===== src/rtl/dual_stream_line_scheduler_pkg.sv =====
// Shared definitions for the dual-stream line scheduler: FSM encoding,
// the vsync edge pattern and the counter width helper.
package dual_stream_line_scheduler_pkg;

    typedef logic [2:0] state_t;

    localparam state_t ST_IDLE      = 3'd0;
    localparam state_t ST_WAIT_PAIR = 3'd1;
    localparam state_t ST_READ_LINE = 3'd2;
    localparam state_t ST_H_BLANK   = 3'd3;
    localparam state_t ST_V_BLANK   = 3'd4;

    // {current, previous} sample of the slave vsync that marks a rising edge
    localparam logic [1:0] SYNC_RISE = 2'b10;

    // Bits needed for a counter running 0..n-1 (never less than one bit)
    function automatic int cnt_w(input int n);
        return (n < 2) ? 1 : $clog2(n);
    endfunction

endpackage


===== src/rtl/align_term_counter.sv =====
// Up-counter with synchronous clear and a terminal-count pulse.
// Used for the pixel counter, the blanking counter and the stall timer.
module align_term_counter #(
    parameter int P_WIDTH = 8
) (
    input  logic               i_clk,
    input  logic               i_rst_n,
    input  logic               load,
    input  logic               en,
    input  logic [P_WIDTH-1:0] term,
    output logic               tc
);

    logic [P_WIDTH-1:0] cnt;

    // Clear has priority over counting; the count never wraps inside a use
    always_ff @(posedge i_clk or negedge i_rst_n) begin
        if (!i_rst_n)
            cnt <= '0;
        else if (load)
            cnt <= '0;
        else if (en)
            cnt <= cnt + 1'b1;
    end

    // Pulse on the cycle the counter sits on its terminal value while enabled
    assign tc = en & ~load & (cnt == term);

endmodule


===== src/rtl/dual_stream_line_scheduler.sv =====
// Read-side sequencer for the master/slave line-FIFO alignment path.
// Waits until both FIFOs hold a full line, issues one read burst per line,
// regenerates aligned H/V sync and abandons frames where one stream stalls.
module dual_stream_line_scheduler
    import dual_stream_line_scheduler_pkg::*;
#(
    parameter int P_IMAGE_WIDTH  = 256,
    parameter int P_IMAGE_HEIGHT = 256,
    parameter int P_LVL_WIDTH    = 10,
    parameter int P_HBLANK       = 16,
    parameter int P_VBLANK       = 64,
    parameter int P_TIMEOUT      = 4096
) (
    input  logic                   i_clk,
    input  logic                   i_rst_n,
    input  logic                   i_enable,
    input  logic                   i_v_aync_s,
    input  logic [P_LVL_WIDTH-1:0] i_lvl_m,
    input  logic [P_LVL_WIDTH-1:0] i_lvl_s,
    output logic                   o_rd_en,
    output logic                   o_h_aync,
    output logic                   o_v_aync,
    output logic [15:0]            o_line_cnt,
    output logic                   o_busy,
    output logic                   o_timeout,
    output logic [7:0]             o_err_cnt
);

    localparam int BLK_MAX = (P_HBLANK > P_VBLANK) ? P_HBLANK : P_VBLANK;
    localparam int PIX_W   = cnt_w(P_IMAGE_WIDTH);
    localparam int BLK_W   = cnt_w(BLK_MAX);
    localparam int STALL_W = cnt_w(P_TIMEOUT);

    // The WAIT_PAIR sampling cycle is the last cycle of the line gap, so
    // H_BLANK itself only needs P_HBLANK-1 cycles (none when P_HBLANK is 1).
    localparam bit HB_STATE = (P_HBLANK > 1);

    localparam logic [P_LVL_WIDTH:0] LINE_LVL   = (P_LVL_WIDTH+1)'(P_IMAGE_WIDTH);
    localparam logic [PIX_W-1:0]     PIX_LAST   = PIX_W'(P_IMAGE_WIDTH - 1);
    localparam logic [BLK_W-1:0]     HB_LAST    = BLK_W'(HB_STATE ? P_HBLANK - 2 : 0);
    localparam logic [BLK_W-1:0]     VB_LAST    = BLK_W'(P_VBLANK - 1);
    localparam logic [STALL_W-1:0]   STALL_LAST = STALL_W'(P_TIMEOUT - 1);
    localparam logic [15:0]          LAST_LINE  = 16'(P_IMAGE_HEIGHT - 1);

    state_t             state;
    state_t             state_nxt;
    logic               vs_prev;
    logic               vs_rise;
    logic               frame_start;
    logic               m_rdy;
    logic               s_rdy;
    logic               pair_rdy;
    logic               one_rdy;
    logic               stall_en;
    logic               blank_en;
    logic               pix_tc;
    logic               blk_tc;
    logic               stall_tc;
    logic [BLK_W-1:0]   blk_term;

    assign vs_rise     = ({i_v_aync_s, vs_prev} == SYNC_RISE);
    assign frame_start = (state == ST_IDLE) && vs_rise && i_enable;

    // Levels are only looked at in WAIT_PAIR; a burst never re-checks them
    assign m_rdy    = ({1'b0, i_lvl_m} >= LINE_LVL);
    assign s_rdy    = ({1'b0, i_lvl_s} >= LINE_LVL);
    assign pair_rdy = m_rdy & s_rdy;
    assign one_rdy  = m_rdy ^ s_rdy;

    assign stall_en = (state == ST_WAIT_PAIR) && one_rdy;
    assign blank_en = (state == ST_H_BLANK) || (state == ST_V_BLANK);
    assign blk_term = (state == ST_V_BLANK) ? VB_LAST : HB_LAST;

    assign o_busy   = (state != ST_IDLE);

    align_term_counter #(.P_WIDTH(PIX_W)) u_pix_cnt (
        .i_clk   (i_clk),
        .i_rst_n (i_rst_n),
        .load    (state != ST_READ_LINE),
        .en      (state == ST_READ_LINE),
        .term    (PIX_LAST),
        .tc      (pix_tc)
    );

    align_term_counter #(.P_WIDTH(BLK_W)) u_blk_cnt (
        .i_clk   (i_clk),
        .i_rst_n (i_rst_n),
        .load    (~blank_en),
        .en      (blank_en),
        .term    (blk_term),
        .tc      (blk_tc)
    );

    // Stall timer only runs while exactly one stream has a line ready
    align_term_counter #(.P_WIDTH(STALL_W)) u_stall_cnt (
        .i_clk   (i_clk),
        .i_rst_n (i_rst_n),
        .load    (~stall_en),
        .en      (stall_en),
        .term    (STALL_LAST),
        .tc      (stall_tc)
    );

    // Next-state decode
    always_comb begin
        state_nxt = state;
        case (state)
            ST_IDLE:
                if (frame_start) state_nxt = ST_WAIT_PAIR;
            ST_WAIT_PAIR:
                if (pair_rdy)      state_nxt = ST_READ_LINE;
                else if (stall_tc) state_nxt = ST_IDLE;
            ST_READ_LINE:
                if (pix_tc) begin
                    if (o_line_cnt < LAST_LINE)
                        state_nxt = HB_STATE ? ST_H_BLANK : ST_WAIT_PAIR;
                    else
                        state_nxt = ST_V_BLANK;
                end
            ST_H_BLANK:
                if (blk_tc) state_nxt = ST_WAIT_PAIR;
            ST_V_BLANK:
                if (blk_tc) state_nxt = ST_IDLE;
            default:
                state_nxt = ST_IDLE;
        endcase
    end

    // State register and vsync history
    always_ff @(posedge i_clk or negedge i_rst_n) begin
        if (!i_rst_n) begin
            state   <= ST_IDLE;
            vs_prev <= 1'b0;
        end else begin
            state   <= state_nxt;
            vs_prev <= i_v_aync_s;
        end
    end

    // Read enable tracks READ_LINE; syncs follow one cycle behind the FIFO read
    always_ff @(posedge i_clk or negedge i_rst_n) begin
        if (!i_rst_n) begin
            o_rd_en  <= 1'b0;
            o_h_aync <= 1'b0;
            o_v_aync <= 1'b0;
        end else begin
            o_rd_en  <= (state_nxt == ST_READ_LINE);
            o_h_aync <= o_rd_en;
            if (o_rd_en)
                o_v_aync <= 1'b1;
            else if ((state == ST_V_BLANK) && o_h_aync)
                o_v_aync <= 1'b0;
            else if (state == ST_IDLE)
                o_v_aync <= 1'b0;
        end
    end

    // Frame bookkeeping: line count, sticky stall flag, saturating abandon count
    always_ff @(posedge i_clk or negedge i_rst_n) begin
        if (!i_rst_n) begin
            o_line_cnt <= '0;
            o_timeout  <= 1'b0;
            o_err_cnt  <= '0;
        end else begin
            if (frame_start) begin
                o_line_cnt <= '0;
                o_timeout  <= 1'b0;
            end else if ((state == ST_READ_LINE) && pix_tc) begin
                o_line_cnt <= o_line_cnt + 16'd1;
            end
            if ((state == ST_WAIT_PAIR) && !pair_rdy && stall_tc) begin
                o_timeout <= 1'b1;
                if (o_err_cnt != 8'hFF)
                    o_err_cnt <= o_err_cnt + 8'd1;
            end
        end
    end

endmodule


===== config.mk =====
export PLATFORM = sky130hd
export DESIGN_NAME = dual_stream_line_scheduler
export DESIGN_NICKNAME = d
export VERILOG_FILES = /design/src/rtl/dual_stream_line_scheduler_pkg.sv /design/src/rtl/align_term_counter.sv /design/src/rtl/dual_stream_line_scheduler.sv
export SDC_FILE = /design/constraint.sdc
export NUM_CORES = 1
export LEC_CHECK = 0
export BUFFER_PORTS_ARGS = -buffer_cell sky130_fd_sc_hd__buf_2
export CAP_MARGIN = 20
export CORE_AREA = 2 2 88 90
export DETAILED_ROUTE_END_ITERATION = 12
export DIE_AREA = 0 0 90 92
export PLACE_DENSITY = 0.7
export SLEW_MARGIN = 30
export SYNTH_ARGS = -nofsm -noshare
export SYNTH_HDL_FRONTEND = slang
export SYNTH_SLANG_ARGS = --single-unit

===== constraint.sdc =====
create_clock -name i_clk -period 2.9 [get_ports i_clk]
set_clock_uncertainty 0.2 [all_clocks]
set_input_delay 0.145 -clock i_clk [delete_from_list [all_inputs] [get_ports i_clk]]
set_output_delay 0.145 -clock i_clk [all_outputs]
set_load 0.02 [all_outputs]

* Word level (Yosys, flattened, before mapping)
Cells that the tools add are included.
Word-level totals: flip-flop bits (word level) 58, bits in latches 0, bits in writable memories 0, ROM bits 0, bits of input ports 24, output and inout bits 29, memories 0
Operators by class: add/subtract/negate cells 5, $mul 0, divide/modulo/power cells 0, magnitude comparators 3, equal/unequal tests 11, shift operators 0, multiplexer cells 20, bitwise operators 7, reduce and logical (&&, ||, !) cells 16
Operator list (count):
- 16-bit 2-to-1 mux | 2
- 3-bit 2-to-1 mux | 7
- 10-bit by 9-bit >= comparator with 1-bit output (second input constant) | 2
- 16-bit by 1-bit adder with 16-bit output (second input constant) | 1
- 8-bit by 1-bit adder with 8-bit output (second input constant) | 2
- 16-bit by 8-bit < comparator with 1-bit output (second input constant) | 1
- 8-bit 2-to-1 mux | 2
- 3-bit case mux with 5 select lines | 1
- 12-bit by 1-bit adder with 12-bit output (second input constant) | 1
- 12-bit == test (second input constant) | 1
- 12-bit 2-to-1 mux | 1
- 6-bit 2-to-1 mux | 2
- 3-bit by 2-bit == test with 1-bit output (second input constant) | 3
- 8-bit == test (second input constant) | 1
- 8-bit != test (second input constant) | 1
- 1-bit logical AND | 7
- 6-bit by 1-bit adder with 6-bit output (second input constant) | 1
- 6-bit == test | 1
- 2-bit nonzero test | 3
- 3-bit nonzero test | 2
- 1-bit bitwise AND | 5
- 1-bit 2-to-1 mux | 5
- 3-bit by 1-bit == test with 1-bit output (second input constant) | 1
- 3-bit == test (second input constant) | 1
- other kinds (8) | 8

* Depth between registers and ports, before layout
Gate-level depths: netlist (run 1).
depth in word-level cells 8, mapped depth 7, gate-level depth less buffers 6

* Hierarchy
From an unflattened synthesis (run 1), not the netlist that was laid out.
Unflattened totals: cell total of the unflattened synthesis 331, area, all modules 3224.3 um^2
By module, submodules not included:
- dual_stream_line_scheduler | times used 1, cells each 170, area each 1674.1 um^2
- align_term_counter at u_stall_cnt | times used 1, cells each 76, area each 723.2 um^2
- align_term_counter at u_pix_cnt | times used 1, cells each 51, area each 479.2 um^2
- align_term_counter at u_blk_cnt | times used 1, cells each 34, area each 347.8 um^2

* Worst setup path after synthesis (run 1)
No wires, ideal clock.
path type register -> register, start reg state[2], end reg o_line_cnt[9], library setup time 0.136 ns, arrival 2.124 ns, data required time 2.564 ns, slack 0.440 ns, cell stages (with the launch flop) 8, path buffers 3, clock period less this slack 2.460 ns, path through dfrtp_1 > buf_6 > or3b_1 > or4_1 > clkbuf_1 > clkbuf_1 > o31ai_1 > a21oi_1
Between the ends: cells in the longest elaborated chain, start to end 6, elaborated cells on any way between the ends 11, those cells by class eq/ne (2); mux (1); bitwise (3); reduce/logical (5)
RTL lines:
- from (decl) | line dual_stream_line_scheduler.sv:45 | state_t state;
- from (signal assigned) | line dual_stream_line_scheduler.sv:135 | state <= state_nxt;
- 3-bit by 2-bit != test with 1-bit output | line dual_stream_line_scheduler.sv:79 | .load (state != ST_READ_LINE),
- 1-bit inverter | line align_term_counter.sv:27 | assign tc = en & ~load & (cnt == term);
- 1-bit bitwise AND (2 in a row) | line align_term_counter.sv:27
- 1-bit logical AND | line dual_stream_line_scheduler.sv:168 | end else if ((state == ST_READ_LINE) && pix_tc) begin
- 2-bit nonzero test (no line)
- to (signal assigned) | line dual_stream_line_scheduler.sv:169 | o_line_cnt <= o_line_cnt + 16'd1;
- to (decl) | line dual_stream_line_scheduler.sv:23 | output logic [15:0] o_line_cnt,
Parallel ways exist; a longest one is shown, timed or not. A chain may end at the register's enable or synchronous reset.

* Worst setup path in the final report (run 1)
start reg state[0], end reg o_line_cnt[15]
The elaborated chain is that of the path after synthesis.

==> out/summary.txt, run 1 <==
Vias -> 2318
Pre-CTS WS -> 0.328 ns
Area of the multi-input gates -> 1310 um^2
VDD IR max -> 0.349 mV
Comb pwr share -> 0.286
Buf+Inv Stages, Crit Path -> 1
Net Count, Synth -> 319
P_int -> 1.56 mW
Final Max Slew Viols -> 0
Worst path max stage delay -> 0.52 ns
Die Span X -> 90 um
Setup CP Type -> register to register
Switching share of power -> 0.373
Total grt overflow -> 0
Total Neg Setup Slack -> 0 ns
Yosys warnings -> 0
Cell mode on critical path -> or4_1
I/O pin cnt -> 53
Clock Tree Buf Depth -> 2
CTS tree -> done
Area leader, netlist -> dfrtp_1
Switching pwr -> 0.926 mW
Crit path DAT -> 2.60 ns
Post-CTS Resized -> 0
Crit path max-delay family -> simple AND/OR/NAND/NOR gates
Total Power -> 2.48 mW
CP max-delay cell -> or4_1
Final Cycle Share -> 0.880
Mean Syn Cell Area -> 9.86 um^2
Outcome -> completed
Final net count -> 365
Sequential power share -> 0.462
Sink Count -> 58
Final WS setup -> 0.348 ns
Final GP Congestion -> 0.767
Initial Util -> 0.383
Sequential Area -> 1450 um^2
Hold Vio Cnt, Final -> 0
Initial DRC Count -> 83
Min cycle time layout -> 2.55 ns
Max cap viols -> 0
Clock network fraction of design power -> 0.252
#FFs+latches synth -> 58
H-tree depth -> 3
Post-synth top flop -> dfrtp_1
Cts bufs inserted -> 9
FMAX -> 0.392 GHz
Global-route wire length before repair -> 9720 um
Cell Pwr Density -> 742 nW/um^2
Largest net degree at the start of global routing -> 59
Vias in the first global route -> 2152
RSZ-0062 raised after global routing -> no
Total track usage -> 0.144
Post-synthesis cell type count -> 42
Final setup fails -> 0
Yosys top cell area share -> 0.509
Register area share after synthesis -> 0.509
Remaining DRCs -> 0
Core box area -> 7450 um^2
Post-Layout Inst Area -> 3350 um^2
Initial antenna violation count -> 0
Floorplan row count -> 32
Most instantiated cells after synthesis -> 58 x dfrtp_1, 28 x nor2_1, 24 x nand3_1
Crit-path cells -> or3b_1 > or4_1 > buf_4 > or4_1 > a21oi_1
Layout cell share with drive strength beyond 1 -> 0.182
Port bufs -> 36
Number of synthesized flops with an enable pin -> 0
Clock Latency Late Sink -> 0.33 ns
Fillcell total -> 722
Die ar. -> 8280 um^2
Leak pwr -> 1.49 nW
Number of iterations in the first detailed-routing pass -> 4
Syn-to-layout area delta -> 17.5%
Worst-margin pin slew -> 0.715 ns
Worst setup EP type -> register
DP HPWL -> 3760 um
Synth area leaders -> dfrtp_1 51%, xor2_1 5.5%, nand3_1 4.2%
Diodes inserted -> 0
Placed cell areas -> 3160 um^2
Slew margin rel. -> 0.523
Avg WL per Cell -> 12.7 um
Die Height -> 92 um
Post-synthesis cell count -> 289
Clock-pin transition on the worst setup and hold timing paths -> 0.07 ns
Worst hold-check path type -> input pin to register
Root buffer cell -> clkbuf_8
Startpoint Class -> register
Vias per std cell -> 5.24
Routed wire length -> 5620 um
CP max FO -> 29
Most frequent cell after synthesis -> dfrtp_1
Async S/R FF share, synth -> 1.00
Req. time, crit path -> 2.95 ns
DRT antenna net count -> 0
Post-Syn Area -> 2850 um^2
==> per-layer routing <==
layer / GRT usage / vias up / wire length, um
li1: - / 1139 / -
met1: 0.185 / 1133 / 2620
met2: 0.234 / 38 / 2760
met3: 0.0247 / 8 / 128
met4: 0.0756 / 0 / 107
met5: 0 / - / 0
==> cell families after synthesis <==
group / after synthesis / synth area share
buffers and inverters: 19 / 0.0294
multiplexers: 2 / 0.00747
AND/OR/NAND/NOR: 129 / 0.243
adder cells (fa/ha/maj): 6 / 0.0263
AO/OA/AOI/OAI: 50 / 0.108
flip-flops: 58 / 0.509
XOR/XNOR: 25 / 0.0769
==> stage by stage <==
| stage | cells | hold WS, ns | utilization |
|---|---|---|---|
| 3_3_place_gp | 424 | 0.0661 | 0.425 |
| 2_1_floorplan | 289 | -0.351 | - |
| 6_report | 442 | 0.0167 | 0.449 |
| 3_5_place_dp | 424 | 0.0743 | 0.425 |
| 4_1_cts | 442 | 0.0140 | 0.449 |
| 5_1_grt | 442 | 0.0918 | 0.449 |
==> cell type report <==
type	instances	area share
sequential	58	0.434
multi-input combinational	212	0.393
timing repair buffer	46	0.0778
clock buffer	13	0.0445
tap	102	0.0381
inverter	8	0.00897
clock inverter	3	0.00449
==> path summary, 6_finish.rpt <==
check                               from            endpoint  slack (ns)  cells after the start
min in group asynchronous        i_rst_n  u_stall_cnt.cnt[9]        0.29                      3
worst min register to register   o_rd_en            o_h_aync        0.22                      0
worst max-delay path            state[0]      o_line_cnt[15]        0.35                      5
max in group asynchronous        i_rst_n    u_blk_cnt.cnt[1]        1.73                      3
worst max register to register  state[0]      o_line_cnt[15]        0.35                      5
worst min-delay path            i_enable           o_timeout        0.02                      4
==> timing repair <==
action / 4_1_cts / 5_1_grt
buffers inserted: 0 / 0
hold endpoints to repair: 59 / 0
hold buffers: 2 / 0
==> power by group through the flow <==
stage / Sequential [mW] / Clock [mW] / Combinational, mW
floorplan: 1.25 / 0 / 0.351
global placement: 1.15 / 0 / 0.706
detailed placement: 1.16 / 0 / 0.718
CTS: 1.14 / 0.645 / 0.722
global route: 1.18 / 0.684 / 0.796
finish: 1.15 / 0.626 / 0.711
==> cells in the final DEF, fill, tap and decap left out, types with 2 or more instances in the layout <==
cell type / count
dfrtp_1: 58
clkinv_2: 3
or3_1: 4
dlygate4sd3_1: 2
inv_1: 8
o21ai_0: 10
clkbuf_1: 3
xor2_1: 18
o21a_1: 2
nand3_1: 24
or2_2: 4
nand2_1: 16
and4_1: 2
nor3_1: 10
o31ai_1: 12
nand4b_1: 2
xnor2_1: 7
nand4_1: 9
or4_1: 12
and3_1: 6
nor4_1: 4
and2_1: 2
a21oi_1: 18
clkbuf_8: 10
buf_4: 8
ha_1: 6
buf_2: 36
nor2_1: 28
==> state kept, by name (all words and copies together) (netlist names) <==
name             count
o_err_cnt            8
o_h_aync             1
o_line_cnt          16
o_rd_en              1
o_timeout            1
o_v_aync             1
state                3
u_blk_cnt.cnt        6
u_pix_cnt.cnt        8
u_stall_cnt.cnt     12
vs_prev              1
==> tightest hold or removal path, delay by kind of cell <==
family | cells | cell delay (ns)
compound gates | 2 | 0.14
buf+inv | 1 | 0.10
simple gates | 1 | 0.12
(Power assumes the default switching activity.)
==> run 2, diff against run 1 <==
--- a/config.mk
+++ b/config.mk
@@ -5,12 +5,13 @@
 export SDC_FILE = /design/constraint.sdc
 export NUM_CORES = 1
 export LEC_CHECK = 0
+export ABC_AREA = 1
 export BUFFER_PORTS_ARGS = -buffer_cell sky130_fd_sc_hd__buf_2
 export CAP_MARGIN = 20
-export CORE_AREA = 2 2 88 90
+export CORE_AREA = 2 2 91 93
 export DETAILED_ROUTE_END_ITERATION = 12
-export DIE_AREA = 0 0 90 92
-export PLACE_DENSITY = 0.7
+export DIE_AREA = 0 0 93 95
+export PLACE_DENSITY = 0.71
 export SLEW_MARGIN = 30
 export SYNTH_ARGS = -nofsm -noshare
 export SYNTH_HDL_FRONTEND = slang
==> out/summary.txt, run 2 <==
Die ar. -> 8840 um^2
Worst Hold Path Cells -> 0
Initial Util -> 0.390
Final net count -> 475
Syn-to-layout area delta -> 18.3%
Sequential power share -> 0.435
Largest Register -> o_line_cnt
Met1 Track Usage GR -> 0.198
I/O pin cnt -> 53
Most frequent cell after synthesis -> nand2_1
Comb pwr share -> 0.185
Clock network fraction of design power -> 0.380
DRT antenna net count -> 0
Root buffer cell -> clkbuf_8
Final Max Slew Viols -> 0
Largest net degree at the start of global routing -> 33
DP HPWL -> 4670 um
Post-synthesis cell type count -> 31
Total grt overflow -> 0
Sink Count -> 58
Met3 Resource Use GR -> 0.0479
Grt met2 use -> 0.284
R2r setup slk -> 0.86 ns
CP max FO -> 10
Area leader, netlist -> dfrtp_1
FMAX -> 0.491 GHz
Hold Vio Cnt, Final -> 0
Post-synth top flop -> dfrtp_1
Final Cycle Share -> 0.702
Worst hold-check path type -> register to register
Cts bufs inserted -> 9
Max reg flops -> 16
Worst setup EP type -> register
Die Span X -> 93 um
Synth area leaders -> dfrtp_1 47%, nand2_1 12%, nor2_1 7.5%
Mean Syn Cell Area -> 7.85 um^2
Global-route wire length before repair -> 11400 um
Vias in the first global route -> 2508
Slew margin rel. -> 0.517
Total Neg Setup Slack -> 0 ns
RSZ-0062 raised after global routing -> no
Post-Syn Area -> 3090 um^2
R2r endpoint -> o_err_cnt[5]
Yosys top cell area share -> 0.469
P_int -> 1.52 mW
Biggest regs -> o_line_cnt (16), u_stall_cnt.cnt (12)
Most frequent cells in the layout -> 98 x nand2_1, 62 x nor2_1, 58 x dfrtp_1
Leak pwr -> 1.85 nW
Vias per std cell -> 4.85
Post-CTS Repair Setup Buffers -> 0
Remaining DRCs -> 0
Number of iterations in the first detailed-routing pass -> 4
Fillcell total -> 796
#FFs+latches synth -> 58
Initial DRC Count -> 131
Worst Reg-to-Reg Cells -> 8
Final GP Congestion -> 0.837
Setup CP Type -> register to register
Hold_sp -> o_rd_en
Switching pwr -> 0.669 mW
Min cycle time layout -> 2.04 ns
Vias -> 2692
Commonest non-fill, non-tap cell in the layout -> nand2_1
Gr busiest metal -> met2
Clock-pin transition on the worst setup and hold timing paths -> 0.07 ns
Diodes inserted -> 0
Port bufs -> 36
Register area share after synthesis -> 0.469
Cell Pwr Density -> 599 nW/um^2
Total track usage -> 0.165
H-tree depth -> 3
Async S/R FF share, synth -> 1.00
Floorplan row count -> 33
Outcome -> completed
Number of synthesized flops with an enable pin -> 0
Worst-margin pin slew -> 0.718 ns
Most instantiated cells after synthesis -> 98 x nand2_1, 62 x nor2_1, 58 x dfrtp_1
Critical Path Start -> u_stall_cnt.cnt[0]
Clock Latency Late Sink -> 0.35 ns
Worst hold endpoint -> o_h_aync
Final setup fails -> 0
VDD IR max -> 0.297 mV
Die Height -> 95 um
Sequential Area -> 1450 um^2
Area of the multi-input gates -> 1430 um^2
Core box area -> 7930 um^2
CTS tree -> done
Req. time, crit path -> 2.94 ns
Initial antenna violation count -> 0
Layout cell share with drive strength beyond 1 -> 0.156
Switching share of power -> 0.305
Final Core Density -> 0.461
Startpoint Class -> register
Max cap viols -> 0
Crit path DAT -> 2.07 ns
Avg WL per Cell -> 11.7 um
FF-to-FF Start -> u_stall_cnt.cnt[0]
Yosys warnings -> 0
Net Count, Synth -> 424
Clock Tree Buf Depth -> 2
Post-synthesis cell count -> 394
Routed wire length -> 6520 um
[run 2: repair_timing]
| action | CTS | global route |
|---|---|---|
| resized for setup | 0 | 0 |
| endpoints found under the hold margin | 31 | 0 |
| hold buffers | 2 | 0 |
[run 2: per-stage QoR]
stage	instances	total power, mW	hold WS, ns	setup slack, ns	cell area [um^2]
3_5_place_dp	537	1.38	0.0478	0.700	3420
2_1_floorplan	394	1.23	-0.351	1.03	3090
3_3_place_gp	537	1.37	0.0334	0.701	3420
6_report	555	2.19	0.186	0.863	3660
5_1_grt	555	2.31	0.196	0.650	3660
4_1_cts	555	2.23	0.192	0.870	3660
[run 2: cell type report]
class,instances,area share
sequential,58,0.397
tap,105,0.0359
clock inverter,5,0.0212
timing repair buffer,43,0.0650
inverter,51,0.0530
clock buffer,11,0.0386
multi-input combinational,282,0.390
[run 2: worst max-delay path by stage]
stage / slack (ns) / endpoint / cells past startpoint
final: 0.86 / o_err_cnt[5] / 8
after global routing: 0.65 / o_err_cnt[7] / 8
after CTS: 0.87 / o_err_cnt[5] / 8
after detailed placement: 0.70 / o_err_cnt[5] / 8
after global placement: 0.70 / o_err_cnt[7] / 8
after floorplan: 1.03 / o_err_cnt[7] / 7
[run 2: cell families after synthesis]
family	Yosys count	share of synthesized area
compound gates	41	0.0692
xor+xnor	13	0.0368
fa+ha+maj	6	0.0243
buf+inv	54	0.0696
flops	58	0.469
simple gates	222	0.331
[run 2: routing by layer]
layer	wire (um)	share of wire
met5	0	0
met4	86	0.013
met3	293	0.045
met2	3210	0.49
met1	2920	0.45
[run 2: critical path: stages, from the launching register on]
cell and delay (ns):
dfrtp_1 0.37, ha_1 0.17, nand2_1 0.10, nor2_2 0.20, nand3_2 0.14, nor3_4 0.40
nand3_4 0.19, nand2_1 0.10, nand2_1 0.05
[run 2: power groups by stage]
stage,Sequential (mW),Clock [mW],Combinational [mW]
2_1_floorplan,1.01,0,0.213
3_3_place_gp,0.967,0,0.398
3_5_place_dp,0.970,0,0.408
4_1_cts,0.954,0.863,0.412
5_1_grt,0.964,0.894,0.456
6_report,0.954,0.832,0.405
